[config.mk]
export PLATFORM = sky130hd
export DESIGN_NAME = video_pattern_gen
export DESIGN_NICKNAME = d
export VERILOG_FILES = /design/src/rtl/video_pattern_gen.sv
export SDC_FILE = /design/constraint.sdc
export NUM_CORES = 1
export LEC_CHECK = 0
export BUFFER_PORTS_ARGS = -buffer_cell sky130_fd_sc_hd__buf_4
export CORE_ASPECT_RATIO = 1.1
export CORE_MARGIN = 3
export CORE_UTILIZATION = 23
export DETAILED_ROUTE_END_ITERATION = 10
export GPL_TIMING_DRIVEN = 0
export PLACE_DENSITY = 0.41
export SLEW_MARGIN = 15
export SYNTH_ARGS = -nofsm -noshare
export SYNTH_HDL_FRONTEND = slang
export SYNTH_SLANG_ARGS = --single-unit
[constraint.sdc]
create_clock -name clk -period 5.9 [get_ports clk]
set_input_delay 0.295 -clock clk [delete_from_list [all_inputs] [get_ports clk]]
set_output_delay 0.295 -clock clk [all_outputs]
set_load 0.02 [all_outputs]
[src/rtl/video_pattern_gen.sv]
// Timing/pattern generator: frames of VBLANK, then per line HBLANK + ACTIVE, with
// optionally sparse pixel-valid strobes and four selectable test patterns.
module video_pattern_gen #(
    parameter int WIDTH         = 8,
    parameter int SPARSE_OUTPUT = 2
) (
    input  logic             clk,
    input  logic             rst,
    input  logic             enable,
    input  logic [15:0]      pix_count,
    input  logic [15:0]      line_count,
    input  logic [15:0]      hblank_count,
    input  logic [15:0]      vblank_count,
    input  logic [1:0]       pattern_sel,
    output logic [WIDTH-1:0] dout,
    output logic             dv_out,
    output logic             hs_out,
    output logic             vs_out,
    output logic [7:0]       frame_cnt
);

    typedef enum logic [1:0] {IDLE, VBLANK, HBLANK, ACTIVE} state_t;

    localparam logic [15:0] SUB_LAST = 16'(SPARSE_OUTPUT - 1);

    state_t           state_reg, state_next;
    logic [15:0]      blank_cnt_reg, blank_cnt_next;
    logic [15:0]      sub_cnt_reg, sub_cnt_next;
    logic [15:0]      x_reg, x_next;
    logic [15:0]      y_reg, y_next;
    logic [15:0]      pix_lat_reg, pix_lat_next;
    logic [15:0]      line_lat_reg, line_lat_next;
    logic [15:0]      hbl_last_reg, hbl_last_next;
    logic [15:0]      vbl_last_reg, vbl_last_next;
    logic [1:0]       pat_lat_reg, pat_lat_next;

    logic [WIDTH-1:0] dout_reg, dout_next;
    logic             dv_reg, dv_next;
    logic             hs_reg, hs_next;
    logic             vs_reg, vs_next;
    logic [7:0]       frame_cnt_reg, frame_cnt_next;

    logic             start_ok;
    logic             latch_frame;
    logic [WIDTH-1:0] pix_val;

    // State, counters and registered outputs
    always_ff @(posedge clk) begin
        if (rst) begin
            state_reg     <= IDLE;
            blank_cnt_reg <= '0;
            sub_cnt_reg   <= '0;
            x_reg         <= '0;
            y_reg         <= '0;
            pix_lat_reg   <= '0;
            line_lat_reg  <= '0;
            hbl_last_reg  <= '0;
            vbl_last_reg  <= '0;
            pat_lat_reg   <= '0;
            dout_reg      <= '0;
            dv_reg        <= 1'b0;
            hs_reg        <= 1'b0;
            vs_reg        <= 1'b0;
            frame_cnt_reg <= '0;
        end else begin
            state_reg     <= state_next;
            blank_cnt_reg <= blank_cnt_next;
            sub_cnt_reg   <= sub_cnt_next;
            x_reg         <= x_next;
            y_reg         <= y_next;
            pix_lat_reg   <= pix_lat_next;
            line_lat_reg  <= line_lat_next;
            hbl_last_reg  <= hbl_last_next;
            vbl_last_reg  <= vbl_last_next;
            pat_lat_reg   <= pat_lat_next;
            dout_reg      <= dout_next;
            dv_reg        <= dv_next;
            hs_reg        <= hs_next;
            vs_reg        <= vs_next;
            frame_cnt_reg <= frame_cnt_next;
        end
    end

    // Next-state logic; blank lengths are stored as (count-1) with 0 treated as 1
    always_comb begin
        state_next     = state_reg;
        blank_cnt_next = blank_cnt_reg;
        sub_cnt_next   = sub_cnt_reg;
        x_next         = x_reg;
        y_next         = y_reg;
        pix_lat_next   = pix_lat_reg;
        line_lat_next  = line_lat_reg;
        hbl_last_next  = hbl_last_reg;
        vbl_last_next  = vbl_last_reg;
        pat_lat_next   = pat_lat_reg;
        latch_frame    = 1'b0;
        start_ok       = enable && (pix_count != 16'd0) && (line_count != 16'd0);

        case (state_reg)
            IDLE: begin
                if (start_ok) begin
                    state_next  = VBLANK;
                    latch_frame = 1'b1;
                end
            end
            VBLANK: begin
                if (blank_cnt_reg == vbl_last_reg) begin
                    state_next     = HBLANK;
                    blank_cnt_next = '0;
                end else begin
                    blank_cnt_next = blank_cnt_reg + 16'd1;
                end
            end
            HBLANK: begin
                if (blank_cnt_reg == hbl_last_reg) begin
                    state_next     = ACTIVE;
                    blank_cnt_next = '0;
                    sub_cnt_next   = '0;
                    x_next         = '0;
                end else begin
                    blank_cnt_next = blank_cnt_reg + 16'd1;
                end
            end
            ACTIVE: begin
                if (sub_cnt_reg == SUB_LAST) begin
                    sub_cnt_next = '0;
                    if (x_reg == pix_lat_reg - 16'd1) begin
                        x_next         = '0;
                        blank_cnt_next = '0;
                        if (y_reg == line_lat_reg - 16'd1) begin
                            y_next = '0;
                            if (start_ok) begin
                                state_next  = VBLANK;
                                latch_frame = 1'b1;
                            end else begin
                                state_next = IDLE;
                            end
                        end else begin
                            y_next     = y_reg + 16'd1;
                            state_next = HBLANK;
                        end
                    end else begin
                        x_next = x_reg + 16'd1;
                    end
                end else begin
                    sub_cnt_next = sub_cnt_reg + 16'd1;
                end
            end
            default: state_next = IDLE;
        endcase

        if (latch_frame) begin
            pix_lat_next   = pix_count;
            line_lat_next  = line_count;
            hbl_last_next  = (hblank_count == 16'd0) ? 16'd0 : hblank_count - 16'd1;
            vbl_last_next  = (vblank_count == 16'd0) ? 16'd0 : vblank_count - 16'd1;
            pat_lat_next   = pattern_sel;
            blank_cnt_next = '0;
            sub_cnt_next   = '0;
            x_next         = '0;
            y_next         = '0;
        end
    end

    // Output decode from the current state; registered, so it lags the FSM by one clock
    always_comb begin
        case (pat_lat_reg)
            2'd0:    pix_val = WIDTH'(x_reg);
            2'd1:    pix_val = WIDTH'(y_reg);
            2'd2:    pix_val = {WIDTH{x_reg[3] ^ y_reg[3]}};
            default: pix_val = WIDTH'(x_reg) + WIDTH'(y_reg) + WIDTH'(frame_cnt_reg);
        endcase
        dv_next        = (state_reg == ACTIVE) && (sub_cnt_reg == 16'd0);
        hs_next        = (state_reg == ACTIVE);
        vs_next        = (state_reg == HBLANK) || (state_reg == ACTIVE);
        dout_next      = dv_next ? pix_val : '0;
        frame_cnt_next = (vs_reg && !vs_next) ? frame_cnt_reg + 8'd1 : frame_cnt_reg;
    end

    assign dout      = dout_reg;
    assign dv_out    = dv_reg;
    assign hs_out    = hs_reg;
    assign vs_out    = vs_reg;
    assign frame_cnt = frame_cnt_reg;

endmodule

==> impl_results.md, run 1 <==
- Avg Synthesized Cell Area: between 8 and 9 um2
- CTS Hold Bufs: 0
- Hold Path Origin: pix_count[11]
- Final wirelength: between 20 and 30 mm
- Pin count of the biggest net entering global routing: 17
- Most frequent cells in the layout: dfxtp_1, nor2_1, buf_4
- Worst Skew: ~15 ps
- Clk buf depth: 2
- Total core area: roughly 39000 um2
- Async SR Flop Fraction: 0
- PD cells: roughly 340 nW/um2
- Cells after Synth: about 1100
- First-pass GRT wire length: between 40 and 50 mm
- Fmax: 277 MHz
- Number of global-route vias before repair: 7801
- Dpl cell area: between 10000 and 15000 um2
- Yosys reg bits: ~150
- Via/cell ratio: around 4.6
- RSZ-0062 raised after global routing: no
- Register Area: approximately 3000 um2
- H-tree depth: 4
- Area grow syn2layout: 20.4%
- Endpoints failing setup: 0
- FF-to-FF setup slack: between 2000 and 2500 ps
- Wire length per cell: roughly 16 um
- Min cycle time layout: 3610 ps
- CTS root buf: clkbuf_16
- Max Cap Viol: 0
- Worst Hold End: pix_lat_reg[11]$_SDFFE_PP0P_
- Data arrival time of the critical path: around 4000 ps
- EDFF count, synth: 0
- Top Ports: between 80 and 90
- Clk Latency, worst-skew pair: 440 ps
- FILL cells: 4174
- TritonCTS clock tree: built
- Sequential-to-total area share from yosys stat: 0.332
- Post-CTS sizing: 0
- Hold Path Stages: 3
- Crit Path Category: flip-flop to flip-flop
- Tcrit/Tclk final: 0.612
- Total global routing overflow: 0
- Status: finished, final reports clean
- Worst slew margin: 0.442
- Crit. End Element: flip-flop
- Starting density of the core: 0.236
- Nets: between 1000 and 1500
- Design area: between 10000 and 15000 um2
- Net count after synthesis: ~1200
- Synth Flop Type: dfxtp_1
- GRT Util Overall: 0.129
- Crit path from: pix_lat_reg[0]$_SDFFE_PP0P_
- RR Startpoint: pix_lat_reg[0]$_SDFFE_PP0P_
- Dpl cells: 1672
- Clk slew on worst S/H paths: 70 ps
- Leakage: roughly 4.0 nW
- Reg2reg path depth: 13
- CTS sink count: ~150
- RR Endpoint: pat_lat_reg[1]$_SDFFE_PP0P_
- Post-DP HPWL: around 21 mm
- Synth Cell Area: around 9100 um2
- Die area: approximately 42000 um2
- Most common cell after layout, fill and taps aside: dfxtp_1
- Gp weighted congestion: 0.776
- First DRT Iteration DRCs: approximately 330
- Die width: just under 200 um
- Cts bufs inserted: 17
- Final Slew Violations: 0
- Ant. Diodes: 0
- Ys Warns: 0
- Startpoint types: flip-flop
- # port buffers: 87
- Number of antenna-violating nets in the routed design: 0
- Share of layout cells above drive strength 1: 0.151
- Synth cell types: between 70 and 80
- Die Y: 215 um
- Postcts setup bufs: 0
- DRC viols: 0
- Initial antenna violation count: 0
- Row cnt: 75
- Multi-input gate area: around 5600 um2
- 1st-pass router iterations: 5
- Fin. Hold Viols: 0
- IR drop worst, VDD: between 0.2 and 0.25 mV
- Via count: slightly below 8000
- Final setup TNS: 0 ps
- Fin cells: 1704
- WP data required: 6200 ps
- Highest net fanout along the worst path: 10
- Hold Path Class: primary input to flip-flop
- Worst slew pin tran: between 800 and 900 ps
report_power, final:
group / switching (mW) / internal [mW] / total [mW]
clock network: 0.504 / 0.601 / 1.10
registers: 0.121 / 1.14 / 1.26
logic: 0.795 / 0.573 / 1.37
total: 1.42 / 2.32 / 3.74
layer usage:
layer / global-route usage / routed length (um) / up-vias
met2: 0.219 / 12900 / 144
met1: 0.169 / 12700 / 3618
met4: 0.0345 / 397 / 0
li1: - / - / 3985
met5: 0 / 0 / -
met3: 0.0231 / 862 / 30
cell usage after synthesis (4+ instances only):
cell type	number	area share
a211o_1	6	0.0058
a211oi_1	5	0.0041
a211oi_2	4	0.0055
a21o_1	4	0.0033
a21oi_1	35	0.019
and2_1	8	0.0055
and3_1	8	0.0055
and4_1	5	0.0048
buf_2	8	0.0044
buf_6	8	0.0099
clkbuf_1	42	0.017
dfxtp_1	151	0.33
fa_1	8	0.018
ha_1	22	0.030
inv_1	42	0.017
mux2i_1	44	0.048
nand2_1	44	0.018
nand2b_1	30	0.021
nand3_1	49	0.027
nand3b_1	4	0.0033
nand4_1	30	0.021
nor2_1	137	0.057
nor2_2	20	0.014
nor2b_1	13	0.0089
nor3_1	39	0.021
nor3b_1	5	0.0041
nor4_1	32	0.022
o21ai_0	39	0.021
o31ai_1	7	0.0058
or2_2	4	0.0027
or3_1	19	0.013
or4_1	4	0.0033
xnor2_1	84	0.081
xor2_1	67	0.064
critical path, cell delays in order (launching register included):
cell and delay, ps:
dfxtp_1 380, inv_1 80, ha_1 280, or4b_1 540, nor4_2 270, o22ai_1 140
a2111oi_2 490, and4_4 290, buf_6 120, a22o_4 170, buf_6 180, buf_6 210
mux2i_1 260, nor2_1 60
per-stage QoR:
step	utilization	power [mW]	hold WS [ps]	setup WS, ps
6_report	0.284	3.74	103	2290
5_1_grt	0.284	4.00	94.9	2080
4_1_cts	0.284	3.80	83.4	2270
3_5_place_dp	0.269	2.67	487	2280
3_3_place_gp	0.269	2.65	480	2300
2_1_floorplan	-	2.27	442	2920
worst max path at each step:
stage                                         end  slack, ps
finish                pat_lat_reg[1]$_SDFFE_PP0P_       2290
floorplan           line_lat_reg[10]$_SDFFE_PP0P_       2920
global placement      pat_lat_reg[1]$_SDFFE_PP0P_       2300
CTS                   pat_lat_reg[1]$_SDFFE_PP0P_       2270
global route        blank_cnt_reg[5]$_SDFFE_PP0P_       2080
detailed placement    pat_lat_reg[1]$_SDFFE_PP0P_       2280
cell type report:
class                      count  area share
timing repair buffer          87      0.0596
clock inverter                15      0.0143
inverter                      42      0.0144
clock buffer                  17      0.0388
sequential                   151       0.276
multi-input combinational    829       0.510
buffer                        63      0.0300
tap                          500      0.0571
kinds of logic (layout without fill, tap and decap cells):
group | count (synthesis) | after routing | share of synthesized area
multiplexers | 46 | 46 | 0.0509
AO/OA/AOI/OAI | 136 | 136 | 0.102
XOR/XNOR | 151 | 151 | 0.145
flip-flops | 151 | 151 | 0.332
buffers and inverters | 105 | 224 | 0.0535
AND/OR/NAND/NOR | 466 | 466 | 0.268
adder cells (fa/ha/maj) | 30 | 30 | 0.0478
Note: power is estimated with default switching activity, not from simulation.
==> run 2, diff against run 1 <==
- PLACE_DENSITY: 0.41 -> 0.42
- clock period: 5.9 -> 3 ns (I/O delays scaled with it)
==> run 2 against run 1 <==
  * The run now ends with negative setup slack left
  * Worst setup slack worse by 2400 ps
  * Via count increased by 4.4%
  * Clock-buffer cell count grew 4
  * Critical path type unchanged
  * Largest power group unchanged
==> impl_results.md, run 2 (synthesis results as in run 1) <==
- Endpoints failing setup: 99 (+99)
- Most frequent cell on the critical path: buf_12
- Most common cell after layout, fill and taps aside: dfxtp_1
- Initial antenna violation count: 0 (unchanged)
- Row cnt: 75 (unchanged)
- Hold Path Class: primary input to flip-flop
- 1st-pass router iterations: 4 (-1)
- Highest net fanout along the worst path: 8 (-2)
- Most frequent cells in the layout: dfxtp_1, nor2_1, buf_4
- Cts bufs inserted: 17 (unchanged)
- Max Cap Viol: 0 (unchanged)
- CP Cell Sequence: inv_2 > ha_4 > or4b_4 > or3_1 > a2111o_1 > a31oi_2 > and4_4 > a22o_4 > buf_12 > buf_12 > mux2i_2 > nor2_1
- Wire length per cell: 16.0 um (+1.8%)
- Via count: 8117 (+4.4%)
- Status: finished with violations
- Worst slew pin tran: 866 ps (+37.0 ps)
- Ant. Diodes: 0 (unchanged)
- Clk Latency, worst-skew pair: 450 ps (about the same)
- H-tree depth: 4 (unchanged)
- RR Startpoint: line_lat_reg[0]$_SDFFE_PP0P_
- Number of antenna-violating nets in the routed design: 0 (unchanged)
- Die area: 42000 um2 (unchanged)
- Final Slew Violations: 0 (unchanged)
- PD cells: 687 nW/um2 (+100%)
- Crit Path Category: flip-flop to flip-flop
- Area grow syn2layout: 34.7%
- Share of layout cells above drive strength 1: 0.229 (+0.0776)
- Clk buf depth: 2 (unchanged)
- WP data required: 3300 ps (-2900 ps)
- Power Total: 8.42 mW (+130%)
- DRC viols: 0 (unchanged)
- Die width: 196 um (unchanged)
- First DRT Iteration DRCs: 277 (-16%)
- Reg2reg path depth: 12 (-1)
- Crit. End Element: flip-flop
- IR drop worst, VDD: 0.418 mV (+89%)
- First-pass GRT wire length: 44.4 mm (+2.8%)
- Worst hold margin: 34.5 ps (-68.3 ps)
- Via/cell ratio: 4.58 (+0.37%)
- Worst Hold End: hbl_last_reg[10]$_SDFFE_PP0P_
- Slack of the critical path: -103 ps (-2390 ps)
- Hold Path Origin: hblank_count[10]
- Gp weighted congestion: 0.778 (+0.34%)
- Nets: 1358 (+5.3%)
- Startpoint types: flip-flop
- Data arrival time of the critical path: 3400 ps (-510 ps)
- FF-to-FF setup slack: -100 ps (-2390 ps)
- Leakage: 4.51 nW (+12%)
- Number of global-route vias before repair: 8151 (+4.5%)
- Post-DP HPWL: 20.7 mm (-1.5%)
- Die Y: 215 um (unchanged)
- Total core area: 38600 um2 (unchanged)
- Worst slew margin: 0.423 (-0.0196)
- Total global routing overflow: 0 (unchanged)
- Final wirelength: 28.4 mm (+5.8%)
- Pin count of the biggest net entering global routing: 17 (unchanged)
- Hold Path Stages: 4 (+1)
- Worst Skew: 14.4 ps (-0.730 ps)
- Starting density of the core: 0.236 (unchanged)
- GRT Util Overall: 0.133 (+0.00384)
- Fmax: 322 MHz (+16%)
- Clk slew on worst S/H paths: 60 ps (about the same)
- Fin. Hold Viols: 0 (unchanged)
- CP max stage cell: or4b_4
- CTS root buf: clkbuf_16
- TritonCTS clock tree: built
- # port buffers: 87 (unchanged)
- CTS sink count: 151 (unchanged)
- Tcrit/Tclk final: 1.03 (+0.423)
- RR Endpoint: line_lat_reg[2]$_SDFFE_PP0P_
- RSZ-0062 raised after global routing: yes
- Top Ports: 88 (unchanged)
- Critical Path Max Stage Delay: 470 ps (-70 ps)
- Violated checks: negative setup slack
- Min cycle time layout: 3100 ps (-506 ps)
[run 2: cell count changes in the layout (fill, tap and decap cells not counted), sizes merged]
cell,delta
dlygate4sd3,+35
clkinv,+3
clkinvlp,+2
clkbuf,-1
inv,-10
bufinv,+1
buf,+38
[run 2: how the worst max path moves through the flow]
stage / from / endpoint / slack [ps]
3_3_place_gp: pix_lat_reg[0]$_SDFFE_PP0P_ / x_reg[5]$_SDFFE_PP0P_ / -620
3_5_place_dp: pix_lat_reg[0]$_SDFFE_PP0P_ / x_reg[5]$_SDFFE_PP0P_ / -660
5_1_grt: line_lat_reg[0]$_SDFFE_PP0P_ / pix_lat_reg[0]$_SDFFE_PP0P_ / -200
2_1_floorplan: pix_lat_reg[0]$_SDFFE_PP0P_ / line_lat_reg[10]$_SDFFE_PP0P_ / 20
4_1_cts: line_lat_reg[0]$_SDFFE_PP0P_ / line_lat_reg[2]$_SDFFE_PP0P_ / -100
6_report: line_lat_reg[0]$_SDFFE_PP0P_ / line_lat_reg[2]$_SDFFE_PP0P_ / -100
[run 2: layout make-up]
type,instances,area [um2]
well taps,500,626
clock buffers,21,450
clock inverters,11,125
flip-flops and latches,151,3060
repair buffers,164,1530
plain buffers,54,420
inverters,42,160
fillers,4068,26300
multi-input cells,829,5880
[run 2: power breakdown]
group	switching (mW)	internal [mW]
Clock	0.930	1.25
Combinational	1.82	1.87
Sequential	0.289	2.26
[run 2: worst max-delay path, delay by kind of cell (launching register included)]
family | cells | cell delay, ps
buffers and inverters | 3 | 380
and+or+nand+nor | 4 | 1110
AOI/OAI and AO/OA | 3 | 780
adders and majority gates | 1 | 110
muxes | 1 | 220
DFF | 1 | 350
[run 2: timing repair]
| item | CTS | global route |
|---|---|---|
| setup endpoints to repair | 133 | 122 |
| pin swaps | 20 | 9 |
| buffers inserted | 25 | 9 |
| hold buffers | 35 | 0 |
| gates resized for setup | 104 | 51 |
| hold endpoints to repair | 35 | 0 |
| cloned | 6 | 2 |
[run 2: through the flow]
stage,instance area [um2],std cells,TNS (ps),setup WS [ps],util
2_1_floorplan,9100,1085,0,17.2,-
3_3_place_gp,10400,1672,-63080,-622,0.269
3_5_place_dp,10400,1672,-67320,-656,0.269
4_1_cts,12000,1762,-3010,-100,0.310
5_1_grt,12300,1772,-16530,-199,0.318
6_report,12300,1772,-4620,-103,0.318
[run 2: layer usage]
metal / GRT usage / up-vias / wire, um
met3: 0.0206 / 37 / 931
met4: 0.0402 / 0 / 486
met1: 0.166 / 3826 / 13000
met5: 0 / - / 0
met2: 0.235 / 136 / 14100
li1: - / 4118 / -
==> run 3, diff against run 2 <==
- CORE_UTILIZATION: 23 -> 50
- PLACE_DENSITY: 0.42 -> 0.75
==> run 3 against run 2 <==
  * The run ends with negative hold slack, negative setup slack left
  * Final cell count down 15%
  * Sequential power barely moved
  * Maximum frequency fell by 3.3%
  * Utilization up 36 points
  * Non-clock buffer count shrank 6
  * Die area down 53%
  * Via count is 5.0% higher
  * Register-to-register slack got worse by 110 ps
==> impl_results.md, run 3 (synthesis results as in run 1) <==
- Fin cells: 1505 (-15%)
- Pin count of the biggest net entering global routing: 17 (unchanged)
- Fin. Hold Viols: 1 (+1)
- Dpl cell area: 10100 um2 (-3.2%)
- Crit Path Category: flip-flop to flip-flop
- 1st-pass router iterations: 5 (+1)
- IR drop worst, VDD: 0.523 mV (+25%)
- # port buffers: 87 (unchanged)
- Gp weighted congestion: 0.897 (+15%)
- Dpl cells: 1410 (-16%)
- Min cycle time layout: 3210 ps (+105 ps)
- TritonCTS clock tree: built
- FF-to-FF setup slack: -210 ps (-110 ps)
- Wire length per cell: 17.2 um (+7.5%)
- Leakage: 4.57 nW (+1.1%)
- Starting density of the core: 0.511 (+0.275)
- Share of layout cells above drive strength 1: 0.234 (+0.00564)
- Top Ports: 88 (unchanged)
- Final wirelength: 26.0 mm (-8.7%)
- Cts bufs inserted: 17 (unchanged)
- Clk buf depth: 2 (unchanged)
- Worst Hold End: hbl_last_reg[0]$_SDFFE_PP0P_
- Die area: 19900 um2 (-53%)
- Clk Latency, worst-skew pair: 440 ps (about the same)
- Row cnt: 51 (-32%)
- RSZ-0062 raised after global routing: yes
- Hold Path Origin: hblank_count[0]
- Most frequent cells in the layout: dfxtp_1, nor2_1, buf_4
- Die Y: 147 um (-31%)
- Total core area: 17800 um2 (-54%)
- Post-DP HPWL: 17.1 mm (-17%)
- GRT Util Overall: 0.245 (+0.112)
- Highest net fanout along the worst path: 7 (-1)
- Max Cap Viol: 0 (unchanged)
- Slack of the critical path: -208 ps (-105 ps)
- Hold Path Stages: 4 (unchanged)
- Worst slew margin: 0.443 (+0.0206)
- DRC viols: 0 (unchanged)
- H-tree depth: 4 (unchanged)
- Nets: 1353 (-0.37%)
- Reg2reg path depth: 11 (-1)
- Number of global-route vias before repair: 8394 (+3.0%)
- Final Slew Violations: 0 (unchanged)
- First DRT Iteration DRCs: 564 (+100%)
- Most common cell after layout, fill and taps aside: dfxtp_1
- Via/cell ratio: 5.66 (+24%)
- Violated checks: negative hold slack, negative setup slack
- First-pass GRT wire length: 39.7 mm (-11%)
- Area grow syn2layout: 32.3%
- Worst Skew: 14.4 ps (-0.0446 ps)
- Hold Path Class: primary input to flip-flop
- Number of antenna-violating nets in the routed design: 0 (unchanged)
- Initial antenna violation count: 0 (unchanged)
- Power Total: 8.59 mW (+1.9%)
- RR Endpoint: pix_lat_reg[3]$_SDFFE_PP0P_
- Total global routing overflow: 0 (unchanged)
- Clk slew on worst S/H paths: 70 ps (about the same)
- Tcrit/Tclk final: 1.07 (+0.0351)
- CTS sink count: 151 (unchanged)
- Fmax: 312 MHz (-3.3%)
- WP data required: 3300 ps (about the same)
- Via count: 8520 (+5.0%)
- Startpoint types: flip-flop
- Status: finished with violations
- Endpoints failing setup: 93 (-6.1%)
- Worst slew pin tran: 835 ps (-30.9 ps)
- Crit. End Element: flip-flop
- Die width: 135 um (-31%)
- Worst hold margin: -1.78 ps (-36.3 ps)
- Data arrival time of the critical path: 3500 ps (+100 ps)
- Final setup TNS: -7720 ps (-3100 ps)
- Place WS: -656 ps (-0.666 ps)
- CTS root buf: clkbuf_16
- Design area: 12000 um2 (-1.8%)
- RR Startpoint: line_lat_reg[9]$_SDFFE_PP0P_
- Ant. Diodes: 0 (unchanged)
- PD cells: 713 nW/um2 (+3.8%)
-- run 3: worst max path at each step --
stage | start | end | cells after the start
final | line_lat_reg[9]$_SDFFE_PP0P_ | pix_lat_reg[3]$_SDFFE_PP0P_ | 11
after global routing | line_lat_reg[1]$_SDFFE_PP0P_ | pix_lat_reg[3]$_SDFFE_PP0P_ | 12
after CTS | line_lat_reg[9]$_SDFFE_PP0P_ | line_lat_reg[0]$_SDFFE_PP0P_ | 11
after detailed placement | pix_lat_reg[0]$_SDFFE_PP0P_ | x_reg[5]$_SDFFE_PP0P_ | 13
after global placement | pix_lat_reg[0]$_SDFFE_PP0P_ | x_reg[5]$_SDFFE_PP0P_ | 13
after floorplan | pix_lat_reg[0]$_SDFFE_PP0P_ | line_lat_reg[10]$_SDFFE_PP0P_ | 13
-- run 3: stage by stage --
stage          hold WS, ps   util
2_1_floorplan          297      -
3_3_place_gp           393  0.565
3_5_place_dp           405  0.565
4_1_cts               15.7  0.636
5_1_grt               20.4  0.676
6_report             -1.78  0.676
-- run 3: final cells by class --
| class | instances | area [um2] |
|---|---|---|
| plain buffers | 56 | 450 |
| clock buffers | 17 | 425 |
| clock inverters | 15 | 154 |
| fillers | 1355 | 5760 |
| inverters | 42 | 160 |
| multi-input cells | 830 | 6020 |
| flip-flops and latches | 151 | 3040 |
| well taps | 238 | 298 |
| repair buffers | 156 | 1490 |
-- run 3: power breakdown --
group | switching, mW | internal, mW
logic | 1.95 | 1.98
registers | 0.283 | 2.25
clock network | 0.893 | 1.22
total | 3.13 | 5.46
-- run 3: critical path, stage by stage (launching register included) --
cell and delay (ps):
dfxtp_1 310, buf_6 110, or4_4 520, or4_1 480, a211o_1 310, a211oi_2 230
and4_4 260, a22o_4 200, buf_12 170, clkbuf_16 160, mux2i_1 250, nor2_1 80
-- run 3: what timing repair did --
item	CTS	global route
cloned	2	11
hold buffers	34	0
setup endpoints to repair	132	133
hold endpoints to repair	34	0
gates resized for setup	61	122
pin swaps	16	24
buffers inserted	11	12
-- run 3: routing by layer --
metal | track usage | routed length, um | vias up
met4 | 0.114 | 1060 | 0
met3 | 0.0405 | 1210 | 75
met2 | 0.433 | 13200 | 280
li1 | - | - | 4117
met5 | 0 | 0 | -
met1 | 0.290 | 10500 | 4048
